File: src/rtl/mem_client_port_pkg.sv
// Shared widths, opcode encoding and request record for the memory client port.
package mem_client_port_pkg;

    localparam int ADDR_W      = 17;
    localparam int DATA_W      = 32;
    localparam int OP_W        = 4;
    localparam int NUM_CLIENTS = 3;

    localparam logic [OP_W-1:0] OP_READ = 4'b0000;

    typedef struct packed {
        logic [ADDR_W-1:0] addr;
        logic [DATA_W-1:0] wrdata;
        logic [OP_W-1:0]   op;
    } req_t;

    localparam int REQ_W = $bits(req_t);

    function automatic logic is_read(input logic [OP_W-1:0] op);
        return op == OP_READ;
    endfunction

endpackage

File: src/rtl/mem_client_port_sync_fifo.sv
// Show-ahead synchronous FIFO; pointers carry an extra wrap bit for full/empty.
module sync_fifo #(
    parameter int WIDTH = 8,
    parameter int DEPTH = 4
) (
    input  logic             clk,
    input  logic             rst_,
    input  logic             push,
    input  logic [WIDTH-1:0] din,
    input  logic             pop,
    output logic [WIDTH-1:0] dout,
    output logic             full,
    output logic             empty
);
    localparam int PTR_W = $clog2(DEPTH);

    logic [WIDTH-1:0] mem [DEPTH];
    logic [PTR_W:0]   wr_ptr_reg;
    logic [PTR_W:0]   rd_ptr_reg;
    logic             do_pop;
    logic             do_push;

    assign empty   = (wr_ptr_reg == rd_ptr_reg);
    assign full    = (wr_ptr_reg[PTR_W] != rd_ptr_reg[PTR_W]) &&
                     (wr_ptr_reg[PTR_W-1:0] == rd_ptr_reg[PTR_W-1:0]);
    assign do_pop  = pop & ~empty;
    // A full FIFO may still take a push when the head leaves in the same cycle.
    assign do_push = push & (~full | do_pop);

    always_ff @(posedge clk or negedge rst_) begin
        if (!rst_) begin
            wr_ptr_reg <= '0;
            rd_ptr_reg <= '0;
        end else begin
            if (do_push) wr_ptr_reg <= wr_ptr_reg + 1'b1;
            if (do_pop)  rd_ptr_reg <= rd_ptr_reg + 1'b1;
        end
    end

    always_ff @(posedge clk) begin
        if (do_push) mem[wr_ptr_reg[PTR_W-1:0]] <= din;
    end

    assign dout = empty ? '0 : mem[rd_ptr_reg[PTR_W-1:0]];

endmodule

File: src/rtl/mem_client_port.sv
// Engine-side memory client: queues requests toward the arbiter and collects
// this client's broadcast read returns, limiting reads to the return buffer space.
module mem_client_port
    import mem_client_port_pkg::*;
#(
    parameter int REQ_DEPTH  = 4,
    parameter int RD_DEPTH   = 4,
    parameter int CLIENT_IDX = 0
) (
    input  logic                   clk,
    input  logic                   rst_,
    input  logic                   req_valid,
    output logic                   req_ready,
    input  logic [ADDR_W-1:0]      req_addr,
    input  logic [DATA_W-1:0]      req_wrdata,
    input  logic [OP_W-1:0]        req_op,
    output logic                   arb_rts,
    input  logic                   arb_rtr,
    output logic [ADDR_W-1:0]      arb_addr,
    output logic [DATA_W-1:0]      arb_wrdata,
    output logic [OP_W-1:0]        arb_op,
    input  logic [DATA_W-1:0]      bcast_data,
    input  logic [NUM_CLIENTS-1:0] bcast_xfc,
    output logic                   rd_valid,
    input  logic                   rd_ready,
    output logic [DATA_W-1:0]      rd_data,
    output logic [2:0]             rd_outstanding,
    output logic                   busy,
    output logic                   err
);
    localparam int CRED_W = $clog2(RD_DEPTH + 1);
    localparam logic [CRED_W-1:0] CRED_MAX = CRED_W'(RD_DEPTH);

    req_t              req_in;
    req_t              req_head;
    logic              req_full, req_empty;
    logic              rd_full, rd_empty;
    logic [CRED_W-1:0] credits_reg;
    logic [2:0]        rd_outstanding_reg;
    logic              err_reg;

    logic accept, rd_accept, xfc, xfc_read, rd_pop, ret, ret_counted, ret_ok;

    // Credits cover every read from acceptance until the engine consumes its data,
    // so the return FIFO can never overflow in legal operation.
    assign req_ready   = ~req_full & (~is_read(req_op) | (credits_reg < CRED_MAX));
    assign accept      = req_valid & req_ready;
    assign rd_accept   = accept & is_read(req_op);
    assign xfc         = arb_rts & arb_rtr;
    assign xfc_read    = xfc & is_read(req_head.op);
    assign rd_pop      = rd_valid & rd_ready;
    assign ret         = bcast_xfc[CLIENT_IDX];
    assign ret_counted = ret & (rd_outstanding_reg != 3'd0);
    assign ret_ok      = ret_counted & (~rd_full | rd_pop);

    assign req_in = '{addr: req_addr, wrdata: req_wrdata, op: req_op};

    sync_fifo #(.WIDTH(REQ_W), .DEPTH(REQ_DEPTH)) u_req_fifo (
        .clk   (clk),
        .rst_  (rst_),
        .push  (accept),
        .din   (req_in),
        .pop   (xfc),
        .dout  (req_head),
        .full  (req_full),
        .empty (req_empty)
    );

    sync_fifo #(.WIDTH(DATA_W), .DEPTH(RD_DEPTH)) u_rd_fifo (
        .clk   (clk),
        .rst_  (rst_),
        .push  (ret_ok),
        .din   (bcast_data),
        .pop   (rd_pop),
        .dout  (rd_data),
        .full  (rd_full),
        .empty (rd_empty)
    );

    always_ff @(posedge clk or negedge rst_) begin
        if (!rst_) begin
            credits_reg        <= '0;
            rd_outstanding_reg <= '0;
            err_reg            <= 1'b0;
        end else begin
            case ({rd_accept, rd_pop})
                2'b10:   credits_reg <= credits_reg + 1'b1;
                2'b01:   credits_reg <= credits_reg - 1'b1;
                default: credits_reg <= credits_reg;
            endcase
            case ({xfc_read, ret_counted})
                2'b10:   rd_outstanding_reg <= rd_outstanding_reg + 3'd1;
                2'b01:   rd_outstanding_reg <= rd_outstanding_reg - 3'd1;
                default: rd_outstanding_reg <= rd_outstanding_reg;
            endcase
            if (ret & ~ret_ok) err_reg <= 1'b1;
        end
    end

    assign arb_rts        = ~req_empty;
    assign arb_addr       = req_head.addr;
    assign arb_wrdata     = req_head.wrdata;
    assign arb_op         = req_head.op;
    assign rd_valid       = ~rd_empty;
    assign rd_outstanding = rd_outstanding_reg;
    assign err            = err_reg;
    assign busy           = ~req_empty | (rd_outstanding_reg != 3'd0) | ~rd_empty;

endmodule

File: config.mk
export PLATFORM = sky130hd
export DESIGN_NAME = mem_client_port
export DESIGN_NICKNAME = d
export VERILOG_FILES = /design/src/rtl/mem_client_port_pkg.sv /design/src/rtl/mem_client_port_sync_fifo.sv /design/src/rtl/mem_client_port.sv
export SDC_FILE = /design/constraint.sdc
export NUM_CORES = 1
export LEC_CHECK = 0
export CAP_MARGIN = 5
export CORE_MARGIN = 2
export CORE_UTILIZATION = 59
export CTS_CLUSTER_DIAMETER = 50
export DETAILED_ROUTE_END_ITERATION = 12
export GPL_TIMING_DRIVEN = 0
export PLACE_DENSITY = 0.85
export SYNTH_ARGS = -nofsm -noshare
export SYNTH_HDL_FRONTEND = slang
export SYNTH_SLANG_ARGS = --single-unit
File: constraint.sdc
create_clock -name clk -period 8.1 [get_ports clk]
set_clock_uncertainty 0.15 [all_clocks]
set_input_delay 2.025 -clock clk [delete_from_list [all_inputs] [get_ports clk]]
set_output_delay 2.025 -clock clk [all_outputs]
set_load 0.03 [all_outputs]
==> metrics.cfg <==
[layout]
multiInputGateArea_um2 = 3170
seq_area_um2 = 10700
layout_commonest_cell = edfxtp_1
final_cell_mix = edfxtp_1, clkdlybuf4s50_1, mux4_2, and2_1, clkbuf_16
layout.nets = 976
largest_register_ffs = 212
drive_above_1_share_pct = 20.5
fillers = 1268
area_delta_synth_final_pct = 25.8
diodes = 0
final_util_pct = 75.4

[routing]
drt-total-wl_mm = 27.3
wl_per_cell_um = 22.5
drc_errors = 0
detail-route-antenna-nets = 0
via_per_inst = 5.69
first_iter_violations = 452
vias = 6920
dr.pass1.iters = 5

[timing]
max_freq_ghz = 0.168
tns_ns = 0
hold_violations = 0
slew_headroom_pct = 40.3
rsz0062_at_grt = no
setup_violations = 0
slew_violations = 0
fin_crit_sh_pct = 73.4
worst_pin_slew_ns = 0.896
min_period_ns = 5.95

[cts]
cts_buffers = 38
postCtsHoldBufs = 0
cts_tree = yes
post_cts_buffers = 0
cts.path.max_buffers = 3
cts_resized = 0
worstSkewPairLatency_ns = 0.51
cts_max_level = 2
path_clk_slew_ns = 0.06
cts_sinks = 359
cts_root_buf = clkbuf_16

[grt]
antenna_found_initial = 1
first_global_vias = 7300
grt_start_max_net_pins = 35
grt_pass1_wl_mm = 41.2
grt.overflow.total = 0
gr-usage-all-layers_pct = 22.1

[worst_hold_path]
min_path_cells = 1
worstHoldPathType = reg2reg

[pwr]
totalPowerFinal_mw = 8.13
vdd.ir_drop.worst_mv = 0.416
leakagePower_nw = 5.93
power.density_nw_per_um2 = 459

[flow_run]
cap_violations = 0

[floorplan]
ios = 186
rows = 56
die_area_um2 = 25100
die_w_um = 158
core_um2 = 23500
chipHeight_um = 158
start_util_pct = 59.9

[setup_path]
crit_path_start_kind = primary input
cp_data_required_time_ns = 5.93
crit_type = in2out
r2r_setup_slack_ns = 5.30
path_max_fanout = 5
r2r_cells = 10
r2r-end = rd_outstanding[2]$_DFFE_PN0P_
arrival_ns = 3.77
crit_end = req_ready
r2r-start = u_req_fifo.rd_ptr_reg[0]$_DFFE_PN0P_
critPathLaunch = req_op[1]
cp-end-kind = output port

[synth]
synth.top_cell.area_share_pct = 72.6
synthesis.nets = 749
async_reset_ff_share_pct = 5.29
synth_area_um2 = 14100
synth_area_leaders = edfxtp_1, mux4_2, and2_1
synth_edf_count = 340
yosysSeqAreaShare_pct = 76.0
ys.warnings.count = 0
ys.flop_type = edfxtp_1
yosys.area.top_type = edfxtp_1
netlist_instances = 642
yosys_register_bits = 359
avgSynthCellArea_um2 = 21.9
ys_types = 37

[placed_design]
gp_congestion = 0.769
io_buffers = 183
dp_hpwl_mm = 17.4

[outcome]
status = completed

==> through the flow <==
step / instances / hold WS (ns) / worst slack, ns / instance area (um2)
finish: 1216 / 0.330 / 2.15 / 17700
global route: 1216 / 0.361 / 2.12 / 17700
CTS: 1216 / 0.334 / 2.18 / 17700
detailed placement: 1148 / 0.316 / 2.18 / 16400
global placement: 1144 / 0.312 / 2.18 / 16300
floorplan: 642 / 0.296 / 3.33 / 14100
==> logic make-up after synthesis <==
| kind of cell | after synthesis | share of synthesized area, % |
|---|---|---|
| buffers and inverters | 43 | 1.56 |
| adder cells (fa/ha/maj) | 14 | 1.35 |
| multiplexers | 90 | 14.0 |
| XOR/XNOR | 20 | 1.67 |
| flip-flops | 359 | 76.0 |
| AO/OA/AOI/OAI | 6 | 0.489 |
| AND/OR/NAND/NOR | 110 | 4.95 |
==> synth_stat cells, types with 2 or more instances <==
cell type and count:
fa_1 2, mux2i_1 2, nand2_1 3, clkbuf_1 13, dfrtp_1 19, and2_4 2
and3_1 3, ha_1 12, xnor2_2 2, xnor2_4 2, xnor2_1 7, buf_2 4
buf_4 10, nor2_1 2, mux2_1 2, inv_1 14, nand3b_2 2, xor2_1 8
nand3_1 3, mux4_2 85, buf_6 2, and2_1 89, edfxtp_1 340
==> layout make-up <==
class	count	share of cell area, %
Multi-Input combinational cell	240	17.9
Sequential cell	359	60.4
Inverter	14	0.297
Tap cell	319	2.26
Clock buffer	48	6.06
Timing Repair Buffer	187	10.8
Clock inverter	20	1.34
Buffer	29	0.940
==> worst max-delay path: stages <==
cell             delay (ns)
clkdlybuf4s50_1        0.50
nor4_2                 0.49
a32oi_1                0.10
clkdlybuf4s50_1        0.65
==> layer usage <==
layer	GRT usage [%]	up-vias	wire length (um)
li1	-	3022	-
met1	29.0	3592	10800
met2	37.6	271	13900
met3	6.12	33	2190
met4	4.80	2	391
met5	0	-	13
==> power breakdown <==
group / internal [mW] / total (mW) / switching (mW)
clock: 1.10 / 1.78 / 0.682
sequential: 2.51 / 2.64 / 0.135
combinational: 1.64 / 3.70 / 2.07
==> worst min-delay path by stage <==
stage                                     from                         end  slack, ns
floorplan           credits_reg[0]$_DFFE_PN0P_  credits_reg[0]$_DFFE_PN0P_       0.30
global placement    credits_reg[0]$_DFFE_PN0P_  credits_reg[0]$_DFFE_PN0P_       0.31
detailed placement             err$_DFFE_PN0P_             err$_DFFE_PN0P_       0.32
CTS                            err$_DFFE_PN0P_             err$_DFFE_PN0P_       0.33
global route        credits_reg[0]$_DFFE_PN0P_  credits_reg[0]$_DFFE_PN0P_       0.36
finish                         err$_DFFE_PN0P_             err$_DFFE_PN0P_       0.33
Power figures use the tool's default switching activity.
